==> config.mk <==
export PLATFORM = sky130hd
export DESIGN_NAME = sbus_read_requester_flat
export DESIGN_NICKNAME = d
export VERILOG_FILES = /design/src/rtl/sbus_read_requester_if.sv /design/src/rtl/sbus_read_requester.sv /design/src/flat_wrapper.sv
export SDC_FILE = /design/constraint.sdc
export NUM_CORES = 1
export LEC_CHECK = 0
export BUFFER_PORTS_ARGS = -buffer_cell sky130_fd_sc_hd__buf_2
export CORE_AREA = 4 4 286 288
export DETAILED_ROUTE_END_ITERATION = 12
export DIE_AREA = 0 0 290 292
export GPL_TIMING_DRIVEN = 0
export SKIP_LAST_GASP = 1
export SYNTH_ARGS = -nofsm -noshare
export SYNTH_HDL_FRONTEND = slang
export SYNTH_SLANG_ARGS = --single-unit
==> constraint.sdc <==
create_clock -name clk -period 5.83 [get_ports clk]
set_clock_uncertainty 0.05 [all_clocks]
set_input_delay 0.2915 -clock clk [delete_from_list [all_inputs] [get_ports clk]]
set_output_delay 0.2915 -clock clk [all_outputs]
set_load 0.01 [all_outputs]
==> src/rtl/sbus_read_requester_if.sv <==
// Request, SBUS master-side and response signals of the MBOX read requester.
interface sbus_read_requester_if;
    logic         req_valid;
    logic         req_ready;
    logic [12:35] req_adr;
    logic [0:3]   req_rq;
    logic         req_port;
    logic         START_A;
    logic         START_B;
    logic [0:3]   RQ;
    logic [12:35] ADR;
    logic         DATA_VALID_A;
    logic         DATA_VALID_B;
    logic [0:35]  D;
    logic         rsp_valid;
    logic         rsp_ready;
    logic [0:35]  rsp_data;
    logic [12:35] rsp_adr;
    logic         rsp_last;
    logic         rsp_err;

    modport master (
        input  req_valid, req_adr, req_rq, req_port,
        input  DATA_VALID_A, DATA_VALID_B, D, rsp_ready,
        output req_ready, START_A, START_B, RQ, ADR,
        output rsp_valid, rsp_data, rsp_adr, rsp_last, rsp_err
    );

    modport slave (
        output req_valid, req_adr, req_rq, req_port,
        output DATA_VALID_A, DATA_VALID_B, D, rsp_ready,
        input  req_ready, START_A, START_B, RQ, ADR,
        input  rsp_valid, rsp_data, rsp_adr, rsp_last, rsp_err
    );
endinterface

==> src/rtl/sbus_read_requester.sv <==
// SBUS quadword read sequencer: issues START, captures strobed words,
// then drains them to the cache-fill consumer one beat at a time.
module sbus_read_requester #(
    parameter int START_CYCLES   = 2,
    parameter int SYNC_STAGES    = 2,
    parameter int TIMEOUT_CYCLES = 1024
) (
    input  logic                 clk,
    input  logic                 RESET_N,
    sbus_read_requester_if.master bus
);
    localparam int TW = $clog2(TIMEOUT_CYCLES + 1);
    localparam int SW = $clog2(START_CYCLES + 1);

    typedef enum logic [2:0] {IDLE, START, WAIT, DRAIN, ERR} state_t;

    state_t                 state;
    logic [SYNC_STAGES-1:0] sync_a;
    logic [SYNC_STAGES-1:0] sync_b;
    logic                   dv_a_q;
    logic                   dv_b_q;
    logic                   ev_a;
    logic                   ev_b;
    logic                   ev;

    logic [12:35] lat_adr;
    logic [0:3]   remain;
    logic         lat_port;
    logic [2:0]   expected;
    logic [2:0]   k;
    logic [1:0]   rd;
    logic [1:0]   nxt_i;
    logic [TW-1:0] timer;
    logic [SW-1:0] scnt;
    logic [0:35]  buf_data [4];
    logic [12:35] buf_adr  [4];

    function automatic logic [2:0] popcnt(input logic [0:3] v);
        return 3'(v[0]) + 3'(v[1]) + 3'(v[2]) + 3'(v[3]);
    endfunction

    // Strobes are asynchronous: synchronize, then keep one event per rise.
    always_ff @(posedge clk or negedge RESET_N) begin
        if (!RESET_N) begin
            sync_a <= '0;
            sync_b <= '0;
            dv_a_q <= 1'b0;
            dv_b_q <= 1'b0;
        end else begin
            sync_a <= {sync_a[SYNC_STAGES-2:0], bus.DATA_VALID_A};
            sync_b <= {sync_b[SYNC_STAGES-2:0], bus.DATA_VALID_B};
            dv_a_q <= sync_a[SYNC_STAGES-1];
            dv_b_q <= sync_b[SYNC_STAGES-1];
        end
    end

    assign ev_a = sync_a[SYNC_STAGES-1] & ~dv_a_q;
    assign ev_b = sync_b[SYNC_STAGES-1] & ~dv_b_q;
    assign ev   = lat_port ? ev_b : ev_a;

    // Lowest-numbered requested word not yet returned.
    always_comb begin
        nxt_i = 2'd0;
        for (int i = 3; i >= 0; i--) begin
            if (remain[i]) nxt_i = 2'(i);
        end
    end

    always_ff @(posedge clk or negedge RESET_N) begin
        if (!RESET_N) begin
            state         <= IDLE;
            bus.req_ready <= 1'b0;
            bus.START_A   <= 1'b0;
            bus.START_B   <= 1'b0;
            bus.RQ        <= '0;
            bus.ADR       <= '0;
            bus.rsp_valid <= 1'b0;
            bus.rsp_data  <= '0;
            bus.rsp_adr   <= '0;
            bus.rsp_last  <= 1'b0;
            bus.rsp_err   <= 1'b0;
            lat_adr       <= '0;
            remain        <= '0;
            lat_port      <= 1'b0;
            expected      <= '0;
            k             <= '0;
            rd            <= '0;
            timer         <= '0;
            scnt          <= '0;
            for (int i = 0; i < 4; i++) begin
                buf_data[i] <= '0;
                buf_adr[i]  <= '0;
            end
        end else begin
            unique case (state)
                IDLE: begin
                    bus.req_ready <= 1'b1;
                    if (bus.req_valid && bus.req_ready) begin
                        bus.req_ready <= 1'b0;
                        lat_adr       <= bus.req_adr;
                        remain        <= bus.req_rq;
                        lat_port      <= bus.req_port;
                        expected      <= popcnt(bus.req_rq);
                        k             <= '0;
                        rd            <= '0;
                        if (bus.req_rq == 4'b0000) begin
                            state         <= ERR;
                            bus.rsp_valid <= 1'b1;
                            bus.rsp_err   <= 1'b1;
                            bus.rsp_last  <= 1'b1;
                            bus.rsp_data  <= '0;
                            bus.rsp_adr   <= bus.req_adr;
                        end else begin
                            state       <= START;
                            bus.START_A <= ~bus.req_port;
                            bus.START_B <= bus.req_port;
                            bus.RQ      <= bus.req_rq;
                            bus.ADR     <= bus.req_adr;
                            scnt        <= SW'(START_CYCLES - 1);
                        end
                    end
                end
                START: begin
                    if (scnt == '0) begin
                        bus.START_A <= 1'b0;
                        bus.START_B <= 1'b0;
                        timer       <= TW'(TIMEOUT_CYCLES - 1);
                        state       <= WAIT;
                    end else begin
                        scnt <= scnt - 1'b1;
                    end
                end
                WAIT: begin
                    if (ev) begin
                        buf_data[k[1:0]] <= bus.D;
                        buf_adr[k[1:0]]  <= lat_adr + 24'(nxt_i);
                        remain[nxt_i]    <= 1'b0;
                        k                <= k + 3'd1;
                        timer            <= TW'(TIMEOUT_CYCLES - 1);
                        if (k + 3'd1 == expected) state <= DRAIN;
                    end else if (timer == '0) begin
                        state         <= ERR;
                        bus.rsp_valid <= 1'b1;
                        bus.rsp_err   <= 1'b1;
                        bus.rsp_last  <= 1'b1;
                        bus.rsp_data  <= '0;
                        bus.rsp_adr   <= lat_adr;
                    end else begin
                        timer <= timer - 1'b1;
                    end
                end
                DRAIN: begin
                    if (!bus.rsp_valid) begin
                        bus.rsp_valid <= 1'b1;
                        bus.rsp_data  <= buf_data[rd];
                        bus.rsp_adr   <= buf_adr[rd];
                        bus.rsp_last  <= ({1'b0, rd} == k - 3'd1);
                    end else if (bus.rsp_ready) begin
                        if (bus.rsp_last) begin
                            state         <= IDLE;
                            bus.req_ready <= 1'b1;
                            bus.rsp_valid <= 1'b0;
                            bus.rsp_last  <= 1'b0;
                            bus.rsp_data  <= '0;
                            bus.rsp_adr   <= '0;
                            bus.RQ        <= '0;
                            bus.ADR       <= '0;
                        end else begin
                            rd           <= rd + 2'd1;
                            bus.rsp_data <= buf_data[rd + 2'd1];
                            bus.rsp_adr  <= buf_adr[rd + 2'd1];
                            bus.rsp_last <= ({1'b0, rd + 2'd1} == k - 3'd1);
                        end
                    end
                end
                ERR: begin
                    if (bus.rsp_ready) begin
                        state         <= IDLE;
                        bus.req_ready <= 1'b1;
                        bus.rsp_valid <= 1'b0;
                        bus.rsp_err   <= 1'b0;
                        bus.rsp_last  <= 1'b0;
                        bus.rsp_adr   <= '0;
                        bus.RQ        <= '0;
                        bus.ADR       <= '0;
                    end
                end
                default: state <= IDLE;
            endcase
        end
    end
endmodule

==> src/flat_wrapper.sv <==
// flat-port wrapper written by rule: the top's interface ports become plain ports
module sbus_read_requester_flat 
#(
    parameter int START_CYCLES   = 2,
    parameter int SYNC_STAGES    = 2,
    parameter int TIMEOUT_CYCLES = 1024
)
  (clk, RESET_N, bus_req_valid, bus_req_adr, bus_req_rq, bus_req_port, bus_DATA_VALID_A, bus_DATA_VALID_B, bus_D, bus_rsp_ready, bus_req_ready, bus_START_A, bus_START_B, bus_RQ, bus_ADR, bus_rsp_valid, bus_rsp_data, bus_rsp_adr, bus_rsp_last, bus_rsp_err);
  sbus_read_requester_if bus_i ();
  input  logic clk;
  input  logic RESET_N;
  input wire logic [$bits(bus_i.req_valid)-1:0] bus_req_valid;
  input wire logic [$bits(bus_i.req_adr)-1:0] bus_req_adr;
  input wire logic [$bits(bus_i.req_rq)-1:0] bus_req_rq;
  input wire logic [$bits(bus_i.req_port)-1:0] bus_req_port;
  input wire logic [$bits(bus_i.DATA_VALID_A)-1:0] bus_DATA_VALID_A;
  input wire logic [$bits(bus_i.DATA_VALID_B)-1:0] bus_DATA_VALID_B;
  input wire logic [$bits(bus_i.D)-1:0] bus_D;
  input wire logic [$bits(bus_i.rsp_ready)-1:0] bus_rsp_ready;
  output wire logic [$bits(bus_i.req_ready)-1:0] bus_req_ready;
  output wire logic [$bits(bus_i.START_A)-1:0] bus_START_A;
  output wire logic [$bits(bus_i.START_B)-1:0] bus_START_B;
  output wire logic [$bits(bus_i.RQ)-1:0] bus_RQ;
  output wire logic [$bits(bus_i.ADR)-1:0] bus_ADR;
  output wire logic [$bits(bus_i.rsp_valid)-1:0] bus_rsp_valid;
  output wire logic [$bits(bus_i.rsp_data)-1:0] bus_rsp_data;
  output wire logic [$bits(bus_i.rsp_adr)-1:0] bus_rsp_adr;
  output wire logic [$bits(bus_i.rsp_last)-1:0] bus_rsp_last;
  output wire logic [$bits(bus_i.rsp_err)-1:0] bus_rsp_err;
  assign bus_i.req_valid = bus_req_valid;
  assign bus_i.req_adr = bus_req_adr;
  assign bus_i.req_rq = bus_req_rq;
  assign bus_i.req_port = bus_req_port;
  assign bus_i.DATA_VALID_A = bus_DATA_VALID_A;
  assign bus_i.DATA_VALID_B = bus_DATA_VALID_B;
  assign bus_i.D = bus_D;
  assign bus_i.rsp_ready = bus_rsp_ready;
  assign bus_req_ready = bus_i.req_ready;
  assign bus_START_A = bus_i.START_A;
  assign bus_START_B = bus_i.START_B;
  assign bus_RQ = bus_i.RQ;
  assign bus_ADR = bus_i.ADR;
  assign bus_rsp_valid = bus_i.rsp_valid;
  assign bus_rsp_data = bus_i.rsp_data;
  assign bus_rsp_adr = bus_i.rsp_adr;
  assign bus_rsp_last = bus_i.rsp_last;
  assign bus_rsp_err = bus_i.rsp_err;
  sbus_read_requester #(.START_CYCLES(START_CYCLES), .SYNC_STAGES(SYNC_STAGES), .TIMEOUT_CYCLES(TIMEOUT_CYCLES)) u_core (.clk(clk), .RESET_N(RESET_N), .bus(bus_i));
endmodule
==> results_dict.tcl <==
set metrics [dict create \
    clk_latency_ns 0.59 \
    r2r_slack_ns 2.41 \
    multi_input_area_mm2 0.00907 \
    timing.rr.start "u_core.remain[1]$_DFFE_PN0P_" \
    viasPerCell 4.86 \
    die_area_mm2 0.0847 \
    cts_buffer_depth 3 \
    die_w_um 290 \
    synthAdderAreaFrac 0.0103 \
    synth_most_common_cell "dfrtp_1" \
    initial_core_util 0.249 \
    synth.net_count 1829 \
    drv_slew 0 \
    peakVddDrop_mv 0.236 \
    fill_cells 8152 \
    fin_nets 2112 \
    regArea_mm2 0.00983 \
    synth_compound_area_frac 0.106 \
    swShare 0.374 \
    worstPathRequired_ns 6.21 \
    setup.worst_path.end "u_core.buf_adr[64]$_DFFE_PN0P_" \
    power_density_mw_per_mm2 508 \
    place_area_mm2 0.0219 \
    ios 165 \
    synth_top_family_by_area "multiplexers" \
    reg2regPathDepth 7 \
    r2r-end "u_core.buf_adr[64]$_DFFE_PN0P_" \
    cts_tree "yes" \
    port_buffers 164 \
    fmax_ghz 0.293 \
    outcome "finished clean" \
    wirelength_um 60200 \
    cts_resized 0 \
    die_h_um 292 \
    seq_area_frac_synth 0.502 \
    netlist_top_cells_count "393 x dfrtp_1, 288 x nand2_1, 232 x mux2_2" \
    p_int_mw 7.64 \
    synth-seq-cells 393 \
    path_clk_slew_ns 0.06 \
    yosysUniqueCellTypes 63 \
    cp_max_fo 6 \
    core_mm2 0.0789 \
    worst_pin_slew_ns 1.21 \
    synthSimpleGateAreaFrac 0.110 \
    antenna_found_initial 8 \
    period_minus_slack_ns 3.42 \
    critPathLaunchType "flip-flop" \
    tns_ns 0 \
    power_frac_clock 0.234 \
    grt_pass1_vias 15208 \
    synth_ff_type "dfrtp_1" \
    crit_path_end_kind "flip-flop" \
    grt_pass1_wl_um 93700 \
    ant_nets 0 \
    netSwitchingPower_mw 4.57 \
    slew_headroom 0.188 \
    dp_hpwl_um 41900 \
    pwr-share-seq 0.369 \
    cp.arrival_ns 3.80 \
    crit_type "reg2reg" \
    rows 103 \
    yosys.area.top_type "dfrtp_1" \
    avgRoutedWirePerCell_um 19.3 \
    drive_gt1_frac 0.290 \
    rsz0062_at_grt "no" \
    grt_max_degree 115 \
    p_comb_frac 0.397 \
    cts.sinks 393 \
    drv_cap 0 \
    synth_edf_count 0 \
    synth_top_area_frac 0.502 \
    synth_xor_area_frac 0.0161 \
    startpoint "u_core.remain[1]$_DFFE_PN0P_" \
    h-tree-depth 2 \
    grt_usage 0.139 \
    hp-class "in2reg" \
    p_leak_nw 10.6 \
    synth.area.top_cells "dfrtp_1 50%, mux2_2 13%, nand2_1 5.5%, mux4_2 5.5%, o21ai_0 2.8%" \
    async_reset_ff_frac 1.00 \
    via_count 15139 \
    drt_iter0_markers 1312 \
    syn_area_per_cell_um2 11.3 \
    first_pass_iters 6 \
    final-setup-viol-count 0 \
    route.detailed.drc 0 \
    final_util 0.305 \
    yosys_warnings 0 \
    period_share 0.586 \
    syn2layout_area_growth_pct 22.6 \
    syn_inst 1743 \
    cts_post_setup_buffers_inserted 0 \
    netlist_area_mm2 0.0196 \
    synthMuxAreaShare 0.219 \
    whs_path_depth 5 \
    numCtsBuffers 44 \
    final_hold_viol_count 0 \
    grt_overflow 0 \
    stdcell_area_mm2 0.0240 \
    gp_congestion 0.808 \
    root_buffer "clkbuf_16" \
]
[metrics by stage]
stage               worst slack (ns)  power (mW)  instances  hold slack, ns
floorplan                       3.49        7.76       1743         -0.0541
global placement               -3.86        9.25       2957           0.287
detailed placement              2.48        9.36       2961          0.0191
CTS                             2.46        12.3       3109           0.189
global route                    2.11        13.0       3110           0.274
finish                          2.41        12.2       3113           0.222
[layer usage]
metal | wire length (µm) | GRT usage
met4 | 1170 | 0.0307
met5 | 34 | 0
met1 | 26600 | 0.192
met3 | 3730 | 0.0239
met2 | 28700 | 0.230
[cell families after synthesis]
logic type / count (synthesis)
buffers and inverters: 165
AOI/OAI and AO/OA: 309
DFF: 393
adders and majority gates: 15
xor gates and xnor gates: 36
muxes: 330
and+or+nand+nor: 495
[layout by cell type, fill, tap and decap left out, drive strengths merged, types with 44 or more instances in the layout]
| cell type | netlist | layout |
|---|---|---|
| a22oi | 50 | 50 |
| buf | 54 | 222 |
| clkbuf | 69 | 130 |
| dfrtp | 393 | 393 |
| dlygate4sd3 | 0 | 69 |
| inv | 42 | 44 |
| mux2 | 253 | 253 |
| mux4 | 48 | 48 |
| nand2 | 291 | 291 |
| nor2 | 94 | 94 |
| o21ai | 110 | 110 |
[worst max-delay path: stages, from the launching register on]
cell and delay [ns]:
dfrtp_1 0.43, nor3_1 0.45, fa_1 0.39, nand4_1 0.19, nor4_1 1.04, nand2_1 0.16, xnor2_1 0.37, o21ai_0 0.18
[timing repair]
action,in CTS,in global routing
hold endpoints to repair,312,0
hold buffers,69,0
endpoints found under the setup margin,0,0
[worst min-delay path by stage]
stage	from	endpoint	slack, ns
after global routing	bus_rsp_ready	u_core.bus.req_ready$_DFFE_PN0P_	0.27
after global placement	u_core.sync_a[0]$_DFF_PN0_	u_core.sync_a[1]$_DFF_PN0_	0.29
after CTS	bus_rsp_ready	u_core.bus.req_ready$_DFFE_PN0P_	0.19
after floorplan	RESET_N	u_core.buf_adr[0]$_DFFE_PN0P_	-0.05
after detailed placement	RESET_N	u_core.bus.RQ[0]$_DFFE_PN0P_	0.02
final	bus_rsp_ready	u_core.bus.req_ready$_DFFE_PN0P_	0.22
[state kept, by name, summed over array words and instances (netlist names), 2 cells and up]
signal               flops
u_core.buf_adr          96
u_core.bus.rsp_adr      24
u_core.timer            11
u_core.scnt              2
u_core.sync_a            2
u_core.buf_data        144
u_core.lat_adr          24
u_core.remain            4
u_core.k                 3
u_core.expected          3
u_core.bus.rsp_data     36
u_core.state             3
u_core.bus.ADR          24
u_core.bus.RQ            4
u_core.rd                2
u_core.sync_b            2
[power by group through the flow]
stage          Sequential (mW)  Clock [mW]  Combinational [mW]
6_report                  4.50        2.86                4.85
5_1_grt                   4.63        3.05                5.34
4_1_cts                   4.48        2.93                4.90
3_5_place_dp              4.52           0                4.84
3_3_place_gp              4.50           0                4.75
2_1_floorplan             4.44           0                3.32
[layout make-up]
cell class	count	area share
plain buffers	123	0.0230
repair buffers	237	0.0679
multi-input cells	1185	0.377
flip-flops and latches	393	0.409
clock inverters	18	0.00927
diodes	4	0.000416
clock buffers	61	0.0518
well taps	1050	0.0547
inverters	42	0.00656
(Power assumes the default switching activity.)
